File: src/rtl/issue_scoreboard.sv
// Issue scoreboard: tracks in-flight register writes in a fixed-latency shift
// pipeline, stalls decode on RAW hazards and drives the regfile writeback port.
module issue_scoreboard #(
    parameter int WB_LATENCY = 3,
    parameter int CNT_W      = 16
) (
    input  logic             clk,
    input  logic             rst_n,
    input  logic             dec_valid_in,
    input  logic [4:0]       dec_rs1_in,
    input  logic [4:0]       dec_rs2_in,
    input  logic             dec_rs2_used_in,
    input  logic [4:0]       dec_rd_in,
    input  logic             dec_we_in,
    input  logic             flush_in,
    output logic             issue_out,
    output logic             stall_out,
    output logic             wb_valid_out,
    output logic [4:0]       wb_rd_out,
    output logic [31:0]      busy_map_out,
    output logic [CNT_W-1:0] stall_count_out
);

    logic [WB_LATENCY-1:0] stage_v_q, stage_v_d;
    logic [4:0]            stage_rd_q [WB_LATENCY];
    logic [4:0]            stage_rd_d [WB_LATENCY];
    logic [31:0]           busy_map_q, busy_map_d;
    logic [CNT_W-1:0]      stall_cnt_q, stall_cnt_d;
    logic                  hazard_s;
    logic                  issue_s;
    logic                  stall_s;

    // Hazard detection and issue/stall decision; busy_map_q mirrors the current stages.
    always_comb begin
        hazard_s = dec_valid_in &
                   (((dec_rs1_in != 5'd0) & busy_map_q[dec_rs1_in]) |
                    (dec_rs2_used_in & (dec_rs2_in != 5'd0) & busy_map_q[dec_rs2_in]));
        stall_s  = rst_n & hazard_s & ~flush_in;
        issue_s  = rst_n & dec_valid_in & ~hazard_s & ~flush_in;
    end

    // Next state of the shift pipeline, busy map and saturating stall counter.
    always_comb begin
        stage_v_d  = '0;
        busy_map_d = 32'd0;
        for (int k = 0; k < WB_LATENCY; k++) begin
            stage_rd_d[k] = 5'd0;
        end
        for (int k = WB_LATENCY - 1; k > 0; k--) begin
            if (flush_in) begin
                stage_v_d[k]  = 1'b0;
                stage_rd_d[k] = 5'd0;
            end else begin
                stage_v_d[k]  = stage_v_q[k-1];
                stage_rd_d[k] = stage_rd_q[k-1];
            end
        end
        // x0 writes and non-writing instructions enter as bubbles.
        if (issue_s && dec_we_in && (dec_rd_in != 5'd0)) begin
            stage_v_d[0]  = 1'b1;
            stage_rd_d[0] = dec_rd_in;
        end else begin
            stage_v_d[0]  = 1'b0;
            stage_rd_d[0] = 5'd0;
        end
        for (int k = 0; k < WB_LATENCY; k++) begin
            if (stage_v_d[k]) begin
                busy_map_d[stage_rd_d[k]] = 1'b1;
            end else begin
                busy_map_d = busy_map_d;
            end
        end
        if (stall_s && (stall_cnt_q != {CNT_W{1'b1}})) begin
            stall_cnt_d = stall_cnt_q + CNT_W'(1);
        end else begin
            stall_cnt_d = stall_cnt_q;
        end
    end

    // State registers; reset discards every in-flight entry immediately.
    always_ff @(posedge clk or negedge rst_n) begin
        if (!rst_n) begin
            stage_v_q   <= '0;
            busy_map_q  <= 32'd0;
            stall_cnt_q <= '0;
            for (int k = 0; k < WB_LATENCY; k++) begin
                stage_rd_q[k] <= 5'd0;
            end
        end else begin
            stage_v_q   <= stage_v_d;
            busy_map_q  <= busy_map_d;
            stall_cnt_q <= stall_cnt_d;
            for (int k = 0; k < WB_LATENCY; k++) begin
                stage_rd_q[k] <= stage_rd_d[k];
            end
        end
    end

    assign issue_out       = issue_s;
    assign stall_out       = stall_s;
    assign wb_valid_out    = stage_v_q[WB_LATENCY-1];
    assign wb_rd_out       = stage_rd_q[WB_LATENCY-1];
    assign busy_map_out    = busy_map_q;
    assign stall_count_out = stall_cnt_q;

endmodule

File: config.mk
export PLATFORM = sky130hd
export DESIGN_NAME = issue_scoreboard
export DESIGN_NICKNAME = d
export VERILOG_FILES = /design/src/rtl/issue_scoreboard.sv
export SDC_FILE = /design/constraint.sdc
export NUM_CORES = 1
export LEC_CHECK = 0
export CORE_UTILIZATION = 54
export CTS_CLUSTER_DIAMETER = 40
export DETAILED_ROUTE_END_ITERATION = 8
export PLACE_DENSITY = 0.95
export RECOVER_POWER = 25
export SETUP_SLACK_MARGIN = 0.1
export SLEW_MARGIN = 10
export SYNTH_ARGS = -nofsm -noshare
export SYNTH_HDL_FRONTEND = slang
export SYNTH_SLANG_ARGS = --single-unit
File: constraint.sdc
create_clock -name clk -period 5.8 [get_ports clk]
set_clock_uncertainty 0.2 [all_clocks]
set_input_delay 1.16 -clock clk [delete_from_list [all_inputs] [get_ports clk]]
set_output_delay 1.16 -clock clk [all_outputs]
set_load 0.02 [all_outputs]
Word-level counts from Yosys, hierarchy flattened
Cells that the tools add are included.
W data, S select, Z words.
{ "word_totals": {"reg_bits": 66, "in_bits": 21, "output_inout_bits": 56} }
{ "classes": {"add_sub_neg": 1, "magnitude_cmp": 8, "n_eq_ne": 1, "mux": 19, "n_bitwise": 14, "n_reduce_logical": 9} }
{ "op_table": {"columns": ["op", "n"], "rows": [
  ["$mux W32", 3],
  ["$or A32 B32 Y32", 2],
  ["$lt A5 B6 Y1 const B", 5],
  ["$add A16 B1 Y16 const B", 1],
  ["$ne A16 B16 Y1 const B", 1],
  ["$demux W1 S5", 3],
  ["$ge A5 B1 Y1 const B", 3],
  ["$mux W5", 3],
  ["$reduce_bool A5 Y1", 3],
  ["$bmux W1 S5", 2],
  ["$and A1 B1 Y1", 9],
  ["$mux W1", 8],
  ["$logic_and A1 B1 Y1", 6],
  ["$not A1 Y1", 2],
  ["$or A1 B1 Y1", 1]
]} }

Longest topological paths before layout
Gate-level depths: netlist (run 1).
{ "depth": {"word_depth": 20, "depth_mapped": 8, "depth_no_buf": 6} }

Worst setup path before layout (run 1)
OpenSTA, ideal clock, no wires.
{ "synth_path": {"kind": "input to output", "start": "input dec_rs1_in[1]", "end": "output issue_out", "arrival_ns": 2.955, "required_ns": 4.440, "setup_slack_ns": 1.485, "cell_stages": 7, "n_path_buf": 2, "cell_sequence": "buf_6 > mux4_2 > a2111o_1 > a32oi_4 > nand2_4 > buf_6 > inv_1"} }
{ "synth_between": {"elab_chain_cells": 8, "word_cells_on_any_way": 9, "classes_between": "mux: 2; bitwise: 6; reduce/logical: 1"} }
{ "synth_rtl": {"columns": ["item", "line_no", "source"], "rows": [
  ["from (decl)", "10", "input logic [4:0] dec_rs1_in,"],
  ["$bmux W1 S5", "36", "(((dec_rs1_in != 5'd0) & busy_map_q[dec_rs1_in]) |"],
  ["$mux W1 (implied by the code)", "36", null],
  ["$and A1 B1 Y1 (*)", "36", null],
  ["$or A1 B1 Y1 (*)", "36", null],
  ["$and A1 B1 Y1 (*)", "35", "hazard_s = dec_valid_in &"],
  ["$not A1 Y1 (*)", "39", "issue_s = rst_n & dec_valid_in & ~hazard_s & ~flush_in;"],
  ["$and A1 B1 Y1 (*) (2 in a row)", "39", null],
  ["to (decl)", "16", "output logic issue_out,"]
]} }
Mark *: on every way between the ends. The rest lies on a longest branch, timed or not. The select of a mux whose other input is x is not followed.

Worst setup path in the final report (run 1)
{ "layout_path": {"start": "input dec_rs2_in[0]", "end": "output issue_out"} }
{ "layout_between": {"elab_chain_cells": 8, "word_cells_on_any_way": 10, "classes_between": "mux: 2; bitwise: 7; reduce/logical: 1"} }
{ "layout_rtl": {"columns": ["item", "line_no", "source"], "rows": [
  ["from (decl)", "11", "input logic [4:0] dec_rs2_in,"],
  ["$bmux W1 S5 or $reduce_bool A5 Y1 (tied branches)", "37", "(dec_rs2_used_in & (dec_rs2_in != 5'd0) & busy_map_q[dec_rs2_in]));"],
  ["$mux W1 (implied by the code) or $and A1 B1 Y1 (tied branches)", "37", null],
  ["$and A1 B1 Y1 (*)", "37", null],
  ["$or A1 B1 Y1 (*)", "36", null],
  ["$and A1 B1 Y1 (*)", "35", null],
  ["$not A1 Y1 (*)", "39", null],
  ["$and A1 B1 Y1 (*) (2 in a row)", "39", null]
]} }
Marked as above.

==> impl_metrics.ini, run 1 <==
[status]
outcome = complete, but fails checks
violations = max-capacitance violations, max-slew violations

[floorplan]
die_h_um = 83.7
die_x_um = 83.7
io_pins = 77
design.core.area_um2 = 6390
dieArea_um2 = 7010
rows = 29
initial_utilization = 0.564

[yosys]
synthesis.nets = 347
synthTopCellsByCount = dfrtp_1 (66), a22oi_1 (31), o31ai_1 (28)
synth_cell_types = 46
syn_inst = 325
ys_async_sr_fraction = 1.00
yosys_warnings = 0
yosys.area.top_type = dfrtp_1
synth_flop_cell = dfrtp_1
ys_seq_elements = 66
synth-edff-count = 0
synth.cell_area_um2 = 3600
synth.area.top_cells = dfrtp_1 (46%), a22oi_1 (6.5%), o31ai_1 (5.8%)
yosysSeqAreaShare = 0.458
post_synth.cell_area_avg_um2 = 11.1
yosys.area.top_type_share = 0.458
synth.most_common_cell = dfrtp_1

[timing]
maxSlewViolCount = 67
rsz0062_at_grt = false
fin_crit_sh = 0.919
layout_setup_ws_ns = 0.468
holdWs_ns = 0.308
fmax_mhz = 188
relSlewSlack = -1.21
finalSetupTns_ns = 0
min_period_ns = 5.33
setup_violations = 0
timing_hold_violations_final = 0
tightest_slew_ns = 3.31

[placed_design]
place_congestion = 0.960
numPortBuffers = 76
placed_cells = 461
pre_cts_ws_ns = 0.476
hpwlAfterDp_mm = 6.94

[drt]
ant_nets = 0
vias = 3231
drtIter0Drc = 304
drc = 0
vias_per_cell = 6.77
drt_pre_antenna_iters = 6
wl_mm = 9.85
wire_per_inst_um = 20.7

[clocking]
clk_latency_ns = 0.35
cts-root-buf = clkbuf_8
htreeDepth = 3
ctsHoldBuffers = 0
clk_path_buf_depth = 2
clk_pin_slew_ns = 0.06
cts.sinks = 66
numCtsBuffers = 9
cts_setup_buffers = 0
tritoncts = done
cts_resized = 0

[critical_path]
arrival_ns = 3.97
end_kind = primary output
r2r_slack_ns = 2.92
cp_max_fo = 9
start_kind = input port
required_ns = 4.44
path_class = in -> out

[layout]
multi_input_area_um2 = 1760
insertedDiodeCount = 0
final_cells = 477
fill_cells = 441
seqCellArea_um2 = 1650
fin_nets = 417
synthToLayoutAreaGrowth_pct = 26.7
drive_gt1_frac = 0.100

[power_and_ir_drop]
p_leak_nw = 1.96
p_per_area_nw_per_um2 = 230
peakVddDrop_mv = 0.186
total_power_w = 0.00105

[flow_run]
maxCapViolations = 1

[grt]
grt_max_degree = 67
grt_pass1_wl_mm = 16.1
grt_pass1_vias = 3212
track_usage = 0.297
antenna_found_initial = 1
grt_overflow = 0

[hold_path]
hold_path.class = reg -> reg
==> worst max-delay path, stage by stage <==
cell and delay [ns]:
clkdlybuf4s50_1 0.83, mux4_2 0.59, a22oi_1 0.20, a31oi_1 0.15, a32oi_4 0.32, nand2_4 0.07
inv_1 0.06, clkdlybuf4s50_1 0.59
==> metal layers <==
metal | global-route usage | part of all wire | up-vias | wire (um)
met5 | 0 | 0 | - | 0
li1 | - | - | 1374 | -
met2 | 0.480 | 0.49 | 261 | 4800
met3 | 0.0791 | 0.10 | 46 | 1030
met1 | 0.380 | 0.38 | 1550 | 3700
met4 | 0.126 | 0.032 | 0 | 318
==> power breakdown <==
part           internal (W)  switching, W  total (W)
combinational     0.0000567     0.0000744   0.000131
sequential         0.000473     0.0000164   0.000489
clock              0.000254      0.000176   0.000430
total              0.000784      0.000267    0.00105
==> cells in the final DEF (no fill, tap or decap), types with 2 or more instances in the layout <==
cell / n
nand3_1: 8
o21ai_1: 3
inv_1: 12
a21oi_1: 5
clkdlybuf4s50_1: 75
nor3b_1: 14
nand2b_1: 2
and3b_1: 5
nand4_1: 5
nor4b_1: 2
dfrtp_1: 66
mux4_1: 4
and3_1: 4
mux2_2: 5
clkinv_4: 2
nand2_1: 17
nor4_1: 3
o31ai_1: 28
nor2_1: 15
buf_4: 3
nor2b_1: 15
xor2_1: 12
a22oi_1: 31
nor3_1: 14
xnor2_1: 3
nand3b_1: 4
mux2i_1: 2
bufinv_16: 2
mux4_2: 9
clkbuf_8: 10
==> kinds of logic after synthesis <==
| kind of cell | synth area share |
|---|---|
| xor+xnor | 0.0364 |
| mux | 0.107 |
| simple gates | 0.183 |
| compound gates | 0.160 |
| flops | 0.458 |
| fa+ha+maj | 0.00347 |
| buf+inv | 0.0524 |
==> final timing paths <==
| path | startpoint | to | cells after the start |
|---|---|---|---|
| min in group asynchronous | rst_n | stall_count_out[2]$_DFFE_PN0P_ | 2 |
| setup / recovery | dec_rs2_in[0] | issue_out | 8 |
| setup reg to reg | busy_map_out[7]$_DFF_PN0_ | busy_map_out[14]$_DFF_PN0_ | 6 |
| hold reg to reg | stall_count_out[15]$_DFFE_PN0P_ | stall_count_out[15]$_DFFE_PN0P_ | 1 |
| max in group asynchronous | rst_n | busy_map_out[6]$_DFF_PN0_ | 2 |
| hold / removal | stall_count_out[15]$_DFFE_PN0P_ | stall_count_out[15]$_DFFE_PN0P_ | 1 |
==> layout make-up <==
cell class | count | area share
clock inverter | 6 | 0.0197
multi-input combinational | 226 | 0.386
clock buffer | 10 | 0.0301
inverter | 12 | 0.00986
sequential | 66 | 0.362
tap | 77 | 0.0211
timing repair buffer | 80 | 0.171
==> state kept, by name (all words and copies together), names as in the netlist <==
register,cells
wb_rd_out,5
stage_v_q,3
stall_count_out,16
busy_map_out,32
stage_rd_q,10
==> stage by stage <==
step	cell area [um2]	utilization
after floorplan	3600	-
after global placement	4340	0.680
after detailed placement	4340	0.680
after CTS	4570	0.716
after global routing	4570	0.715
final	4570	0.715
Power figures use the tool's default switching activity.
==> run 2, diff against run 1 <==
Settings changed: TNS_END_PERCENT set to 1.
==> results of run 2 <==
The final DEF is identical to that of run 1; final timing and power are the same.
